### src/rtl/am_envelope_detector_if.sv
// am_envelope_detector_if: sample-in / envelope-out valid-ready bus of the envelope detector
interface am_envelope_detector_if #(
    parameter int DATA_WIDTH = 16
);
    logic                  valid_i;
    logic [DATA_WIDTH-1:0] signal_i;
    logic                  ready_o;
    logic                  valid_o;
    logic [DATA_WIDTH-1:0] envelope_o;
    logic                  ready_i;
    modport master (
        output valid_i, signal_i, ready_i,
        input  ready_o, valid_o, envelope_o
    );
    modport slave (
        input  valid_i, signal_i, ready_i,
        output ready_o, valid_o, envelope_o
    );
endinterface

### src/rtl/am_envelope_detector.sv
// am_envelope_detector: full-wave rectifier plus attack/release one-pole follower with decimated registered output
module am_envelope_detector #(
    parameter int DATA_WIDTH    = 16,
    parameter int FRAC_BITS     = 8,
    parameter int ATTACK_SHIFT  = 2,
    parameter int RELEASE_SHIFT = 10,
    parameter int DECIM         = 1
) (
    input logic                    clk_i,
    input logic                    rst_ni,
    am_envelope_detector_if.slave  bus
);
    localparam int AW = DATA_WIDTH - 1 + FRAC_BITS;
    localparam int CW = DECIM > 1 ? $clog2(DECIM) : 1;

    logic [DATA_WIDTH-1:0] neg;
    logic [DATA_WIDTH-2:0] mag;
    logic [AW-1:0]         target, acc, acc_next;
    logic signed [AW:0]    diff, step;
    logic [CW-1:0]         cnt;
    logic                  accept, last, valid_q;
    logic [DATA_WIDTH-1:0] env_q;

    assign bus.ready_o    = !valid_q || bus.ready_i;
    assign bus.valid_o    = valid_q;
    assign bus.envelope_o = env_q;
    assign accept         = bus.valid_i && bus.ready_o;
    assign last           = cnt == CW'(DECIM - 1);

    // rectify, saturating the most-negative sample, then step the follower toward the new target
    always_comb begin
        neg      = -bus.signal_i;
        mag      = !bus.signal_i[DATA_WIDTH-1] ? bus.signal_i[DATA_WIDTH-2:0] :
                   neg[DATA_WIDTH-1] ? '1 : neg[DATA_WIDTH-2:0];
        target   = AW'(mag) << FRAC_BITS;
        diff     = $signed({1'b0, target}) - $signed({1'b0, acc});
        step     = diff >>> (diff > 0 ? ATTACK_SHIFT : RELEASE_SHIFT);
        acc_next = AW'({1'b0, acc} + step);
    end

    // follower state and decimation counter advance only on accepted samples
    always_ff @(posedge clk_i or negedge rst_ni) begin
        if (!rst_ni) begin
            acc <= '0;
            cnt <= '0;
        end else if (accept) begin
            acc <= acc_next;
            cnt <= last ? '0 : cnt + 1'b1;
        end
    end

    // registered output: load on the producing accept, drop valid once the consumer takes it
    always_ff @(posedge clk_i or negedge rst_ni) begin
        if (!rst_ni) begin
            valid_q <= 1'b0;
            env_q   <= '0;
        end else if (accept && last) begin
            valid_q <= 1'b1;
            env_q   <= {1'b0, acc_next[AW-1 -: DATA_WIDTH-1]};
        end else if (bus.ready_i) begin
            valid_q <= 1'b0;
        end
    end
endmodule
### src/flat_wrapper.sv
// flat-port wrapper written by rule: the top's interface ports become plain ports
module am_envelope_detector_flat 
#(
    parameter int DATA_WIDTH    = 16,
    parameter int FRAC_BITS     = 8,
    parameter int ATTACK_SHIFT  = 2,
    parameter int RELEASE_SHIFT = 10,
    parameter int DECIM         = 1
)
  (clk_i, rst_ni, bus_valid_i, bus_signal_i, bus_ready_i, bus_ready_o, bus_valid_o, bus_envelope_o);
  am_envelope_detector_if #(.DATA_WIDTH(DATA_WIDTH)) bus_i ();
  input logic clk_i;
  input logic rst_ni;
  input wire logic [$bits(bus_i.valid_i)-1:0] bus_valid_i;
  input wire logic [$bits(bus_i.signal_i)-1:0] bus_signal_i;
  input wire logic [$bits(bus_i.ready_i)-1:0] bus_ready_i;
  output wire logic [$bits(bus_i.ready_o)-1:0] bus_ready_o;
  output wire logic [$bits(bus_i.valid_o)-1:0] bus_valid_o;
  output wire logic [$bits(bus_i.envelope_o)-1:0] bus_envelope_o;
  assign bus_i.valid_i = bus_valid_i;
  assign bus_i.signal_i = bus_signal_i;
  assign bus_i.ready_i = bus_ready_i;
  assign bus_ready_o = bus_i.ready_o;
  assign bus_valid_o = bus_i.valid_o;
  assign bus_envelope_o = bus_i.envelope_o;
  am_envelope_detector #(.DATA_WIDTH(DATA_WIDTH), .FRAC_BITS(FRAC_BITS), .ATTACK_SHIFT(ATTACK_SHIFT), .RELEASE_SHIFT(RELEASE_SHIFT), .DECIM(DECIM)) u_core (.clk_i(clk_i), .rst_ni(rst_ni), .bus(bus_i));
endmodule
### config.mk
export PLATFORM = sky130hd
export DESIGN_NAME = am_envelope_detector_flat
export DESIGN_NICKNAME = d
export VERILOG_FILES = /design/src/rtl/am_envelope_detector_if.sv /design/src/rtl/am_envelope_detector.sv /design/src/flat_wrapper.sv
export SDC_FILE = /design/constraint.sdc
export NUM_CORES = 1
export LEC_CHECK = 0
export BUFFER_PORTS_ARGS = -buffer_cell sky130_fd_sc_hd__buf_2
export CAP_MARGIN = 40
export CORE_ASPECT_RATIO = 2
export CORE_MARGIN = 3
export CORE_UTILIZATION = 55
export CTS_CLUSTER_SIZE = 14
export DETAILED_ROUTE_END_ITERATION = 8
export PLACE_DENSITY = 0.72
export SKIP_CTS_REPAIR_TIMING = 1
export SYNTH_ARGS = -nofsm -noshare
export SYNTH_HDL_FRONTEND = slang
export SYNTH_SLANG_ARGS = --single-unit
### constraint.sdc
create_clock -name clk_i -period 5.47 [get_ports clk_i]
set_clock_uncertainty 0.1 [all_clocks]
set_input_delay 1.094 -clock clk_i [delete_from_list [all_inputs] [get_ports clk_i]]
set_output_delay 1.094 -clock clk_i [all_outputs]
set_load 0.03 [all_outputs]
==> out/metrics.cfg, run 1 <==
[floorplanning]
die-area_mm2 = 0.00717
core_mm2 = 0.00581
die_h_um = 117
initial_core_util_pct = 58.1
die_x_um = 61.4
rows = 39
io_pins = 38

[critical_path]
rr_worst_depth = 22
worstPathRequired_ps = 5560
path_delay_family = simple AND/OR/NAND/NOR gates
worst-path-max-fanout = 6
crit_path_end = u_core.acc[22]
critPathLaunchType = input pin
reg2reg_from = u_core.acc[5]
critPathArrivalTime_ps = 7520
r2r_slack_ps = 20
cp.depth = 31
critical_path.max_stage_delay_ps = 520
r2r-end = u_core.acc[22]
cpMaxStageDelayCell = or4_4
endpoint_kind = flop
cp.buffers_inverters = 3
cp-startpoint = bus_signal_i[2]
path_class = input pin to flop

[drt]
num_vias = 4130
dr.pass1.iters = 5
wl_met2_mm = 7.12
avgRoutedWirePerCell_um = 20.4
met3_length_um = 746
antenna_left = 0
wl_met1_mm = 4.70
route.top_layer_used = met4
vias_per_cell = 6.24
drt_wl_total_mm = 13.5
remaining_drc_errors = 0
dr.first_iter.drc_count = 219

[run_status]
failed_checks = setup timing
status = complete, but fails checks

[sta]
hold_viol_final = 0
drv_slew = 0
relSlewSlack_pct = 54.6
finalCritPeriodShare_pct = 136
fmax_ghz = 0.135
setup_violations = 23
grt_setup_unrepaired = yes
fin_crit_ps = 7430
tns_ps = -32630
tightest_slew_ps = 672
setup_ws_ps = -1960

[final_layout]
fill_cells = 288
layout-drive-gt1-share_pct = 44.3
diodes = 0
area_delta_synth_final_pct = 51.0
nets = 661
final_util_pct = 87.7
final_area_mm2 = 0.00509

[yosys]
ys_seq_area_share_pct = 17.8
async_flop_share_pct = 100
synth_edf_count = 0
netlist_area_mm2 = 0.00337
ys_ff_latch = 24
syn_nets = 496
avgSynthCellArea_um2 = 7.72
synth_cell_types = 61
ys_warn_count = 0
synth_ff_type = dfrtp_1
synth_cells = 437

[clock_tree]
cts.sinks = 24
cts_buffers = 3
h-tree-depth = 1
path_clk_slew_ps = 70
insertion_delay_ps = 270
root_buffer = clkbuf_16
cts_tree = yes
cts.path.max_buffers = 2

[grt]
grt_pass1_wl_mm = 17.3
grtUsageTotal_pct = 31.7
grt_pass1_vias = 3917
antenna_found_initial = 0
grt_max_degree = 47
grt_overflow = 0

[place]
dp_hpwl_mm = 8.35
port_buffers = 36
placed_area_mm2 = 0.00456
globalplace.congestion = 0.980
place_ws_ps = -2390

[worst_hold_path]
holdCritPathClass = flop to flop

[flow_run]
max_cap_viol_count = 0

## area by class of cell
class / count / area (um2) / area share, %
timing repair buffer: 189 / 1360 / 26.7
tap: 61 / 76.3 / 1.50
sequential: 24 / 601 / 11.8
inverter: 26 / 97.6 / 1.92
multi-input combinational: 358 / 2870 / 56.4
clock buffer: 4 / 88.8 / 1.74
## cell usage after synthesis, types with 2 or more instances
cell | number | share of area (%)
nand2_1 | 67 | 7.5
ha_1 | 38 | 14
o21ai_0 | 35 | 5.2
a21oi_1 | 26 | 3.9
inv_1 | 26 | 2.9
dfrtp_1 | 24 | 18
nor2_1 | 24 | 2.7
xor2_1 | 22 | 5.7
xnor2_1 | 19 | 4.9
buf_4 | 17 | 3.8
a21o_1 | 11 | 2.4
clkbuf_1 | 10 | 1.1
o31ai_1 | 10 | 2.2
nand3_1 | 9 | 1.3
nor3_1 | 8 | 1.2
a211oi_1 | 7 | 1.6
nand2b_1 | 7 | 1.3
mux2_2 | 6 | 2.0
o21a_1 | 5 | 1.1
a31oi_1 | 4 | 0.74
nand4_1 | 4 | 0.74
o21bai_1 | 4 | 0.89
and2_1 | 3 | 0.56
mux2i_1 | 3 | 0.89
nor2b_1 | 3 | 0.56
o211ai_1 | 3 | 0.67
or3_1 | 3 | 0.56
a21bo_2 | 2 | 0.59
nor3b_1 | 2 | 0.44
o41ai_1 | 2 | 0.52
or2_2 | 2 | 0.37
or4_1 | 2 | 0.44
## flip-flops by register name (all words and copies together) (netlist names)
register,cells
u_core.acc,23
u_core.bus.valid_o,1
## worst min-delay path by stage
stage / depth (start not counted) / endpoint / start
6_report: 2 / u_core.acc[20] / u_core.acc[20]
5_1_grt: 2 / u_core.acc[22] / u_core.acc[22]
4_1_cts: 2 / u_core.acc[21] / u_core.acc[21]
3_5_place_dp: 2 / u_core.acc[21] / u_core.acc[21]
3_3_place_gp: 2 / u_core.bus.valid_o / u_core.bus.valid_o
2_1_floorplan: 2 / u_core.acc[2] / u_core.acc[2]
## worst min-delay path, stage by stage (launching register included)
cell and delay, ps:
dfrtp_1 390, nand2_1 60, o21ai_1 70
## cells by family (layout without fill, tap and decap cells)
group                    after synthesis  count (layout)  share of synthesized area, %
multiplexers                           9               9                          2.89
XOR/XNOR                              43              43                          11.6
AO/OA/AOI/OAI                        123             123                          24.0
other                                  1               1                         0.111
buffers and inverters                 55             219                          8.38
AND/OR/NAND/NOR                      143             143                          20.5
adder cells (fa/ha/maj)               39              39                          14.7
flip-flops                            24              24                          17.8
## cells in the final DEF (no fill, tap or decap), types with 3 or more instances in the layout
cell type / netlist / final
a211oi_1: 7 / 4
a21o_1: 11 / 11
a21oi_1: 26 / 17
a21oi_2: 1 / 10
a31oi_1: 4 / 4
buf_2: 1 / 35
buf_4: 17 / 147
buf_6: 0 / 7
clkbuf_16: 0 / 3
dfrtp_1: 24 / 24
ha_1: 38 / 30
ha_4: 0 / 7
inv_1: 26 / 26
mux2_2: 6 / 3
mux2_4: 0 / 3
mux2i_1: 3 / 3
nand2_1: 67 / 64
nand2b_1: 7 / 6
nand3_1: 9 / 5
nand3_2: 0 / 3
nand4_1: 4 / 4
nor2_1: 24 / 23
nor2b_1: 3 / 3
nor3_1: 8 / 5
o211ai_1: 3 / 3
o21a_1: 5 / 5
o21ai_0: 35 / 23
o21ai_1: 1 / 10
o21ai_2: 1 / 3
o21bai_1: 4 / 3
o31ai_1: 10 / 7
xnor2_1: 19 / 16
xnor2_2: 1 / 4
xor2_1: 22 / 21
## metal layers
layer  up-vias  global-route usage [%]
met5         -                       0
met4         0                    18.4
met3        83                    3.43
met2       224                    59.3
met1      1962                    31.6
li1       1861                       -
## through the flow
step           hold WS, ps  std cells
2_1_floorplan          387        437
3_3_place_gp           410        640
3_5_place_dp           426        640
4_1_cts                440        644
5_1_grt                476        662
6_report               460        662
Power of run 1 is not shown: default switching activity piles up to over one toggle a cycle in this logic, so the estimate is an artifact.
==> run 2, diff against run 1 <==
--- a/config.mk
+++ b/config.mk
@@ -13,6 +13,7 @@
 export CTS_CLUSTER_SIZE = 14
 export DETAILED_ROUTE_END_ITERATION = 8
 export PLACE_DENSITY = 0.72
+export RECOVER_POWER = 25
 export SKIP_CTS_REPAIR_TIMING = 1
 export SYNTH_ARGS = -nofsm -noshare
 export SYNTH_HDL_FRONTEND = slang
==> out/metrics.cfg, run 2 (synthesis gave the netlist of run 1 again) <==
[critical_path]
endpoint_kind = flop
cpMaxStageDelayCell = or4_4
critical_path.max_stage_delay_ps = 520  ; about the same
worst-path-max-fanout = 6  ; unchanged
worstPathRequired_ps = 5560  ; about the same
path_class = input pin to flop
critPathLaunchType = input pin
critPathArrivalTime_ps = 7510  ; about the same

[sta]
finalCritPeriodShare_pct = 136  ; about the same
relSlewSlack_pct = 0.145  ; -54 points
tightest_slew_ps = 1500  ; +826 ps
hold_viol_final = 0  ; unchanged
grt_setup_unrepaired = yes
setup_ws_ps = -1950  ; +3.84 ps
fmax_ghz = 0.135  ; about the same
fin_crit_ps = 7420  ; -3.84 ps
setup_violations = 23  ; unchanged
drv_slew = 0  ; unchanged

[place]
port_buffers = 36  ; unchanged
globalplace.congestion = 0.980  ; unchanged
dp_hpwl_mm = 8.35  ; unchanged

[drt]
dr.first_iter.drc_count = 219  ; unchanged
avgRoutedWirePerCell_um = 20.5  ; +0.17%
antenna_left = 0  ; unchanged
num_vias = 4137  ; +0.17%
dr.pass1.iters = 4  ; -1
vias_per_cell = 6.25  ; +0.17%
drt_wl_total_mm = 13.6  ; +0.17%
remaining_drc_errors = 0  ; unchanged

[final_layout]
nets = 661  ; unchanged
largest_register_ff_count = 23  ; unchanged
fill_cells = 289  ; +0.35%
top_register = u_core.acc
layout-drive-gt1-share_pct = 44.1  ; -0.17 points
final_util_pct = 87.7  ; about the same
final_common_cell = buf_4
area_delta_synth_final_pct = 50.9  ; about the same
diodes = 0  ; unchanged
layout_common_cells = buf_4 (147), nand2_1 (64), buf_2 (34)

[grt]
grt_pass1_wl_mm = 17.3  ; unchanged
antenna_found_initial = 0  ; unchanged
grtUsageTotal_pct = 31.7  ; unchanged
grt_pass1_vias = 3917  ; unchanged
grt_overflow = 0  ; unchanged
grt_max_degree = 47  ; unchanged

[floorplanning]
die_h_um = 117  ; unchanged
rows = 39  ; unchanged
die-area_mm2 = 0.00717  ; unchanged
initial_core_util_pct = 58.1  ; unchanged
io_pins = 38  ; unchanged
die_x_um = 61.4  ; unchanged
core_mm2 = 0.00581  ; unchanged

[run_status]
status = complete, but fails checks
failed_checks = capacitance limit, setup timing

[clock_tree]
h-tree-depth = 1  ; unchanged
insertion_delay_ps = 270  ; about the same
cts.path.max_buffers = 2  ; unchanged
cts_buffers = 3  ; unchanged
cts_tree = yes
cts.sinks = 24  ; unchanged
root_buffer = clkbuf_16
path_clk_slew_ps = 70  ; about the same

[worst_hold_path]
holdCritPathClass = flop to flop

[flow_run]
max_cap_viol_count = 1  ; +1

==> run 2: cell count changes in the layout (fill, tap and decap cells not counted), sizes merged <==
cell / change
clkbuf: +1
buf: -1
==> run 2: area by class of cell <==
type / count / area, um2 / share of cell area (%)
clock buffers: 4 / 88.8 / 1.74
flip-flops and latches: 24 / 601 / 11.8
inverters: 26 / 97.6 / 1.92
well taps: 61 / 76.3 / 1.50
repair buffers: 189 / 1360 / 26.6
multi-input cells: 358 / 2870 / 56.4
==> run 2: final timing paths <==
check                           slack, ps  depth (start not counted)       startpoint        endpoint
worst min-delay path                  460                          2   u_core.acc[20]  u_core.acc[20]
min in group asynchronous            1080                          1           rst_ni  u_core.acc[17]
worst max register to register         30                         22    u_core.acc[5]  u_core.acc[22]
max in group asynchronous            3320                          1           rst_ni  u_core.acc[18]
worst min register to register        460                          2   u_core.acc[20]  u_core.acc[20]
worst max-delay path                -1950                         31  bus_signal_i[2]  u_core.acc[22]
==> run 2: through the flow <==
step	setup slack, ps	hold slack [ps]	cell area, um2	TNS (ps)	instances
6_report	-1950	460	5090	-32660	662
5_1_grt	-2170	476	5090	-37420	662
4_1_cts	-2160	440	4650	-37210	644
3_5_place_dp	-2390	426	4560	-42720	640
3_3_place_gp	-2120	410	4560	-37640	640
2_1_floorplan	-1690	387	3490	-27860	437
==> run 2: routing by layer <==
metal  routed length, um  share of wire, %  up-vias  track usage, %
met2                7150                53      226            59.3
met5                   0                 0        -               0
met1                4730                35     1969            31.6
li1                    -                 -     1862               -
met4                 937               6.9        0            18.4
met3                 725               5.4       80            3.43
==> run 2: worst max-delay path: cells and delay by family <==
family	cells	cell delay (ps)
xor+xnor	2	290
simple gates	11	2860
buf+inv	3	390
mux	1	360
compound gates	11	1720
fa+ha+maj	3	780
Power of run 2 is left out for the same reason.
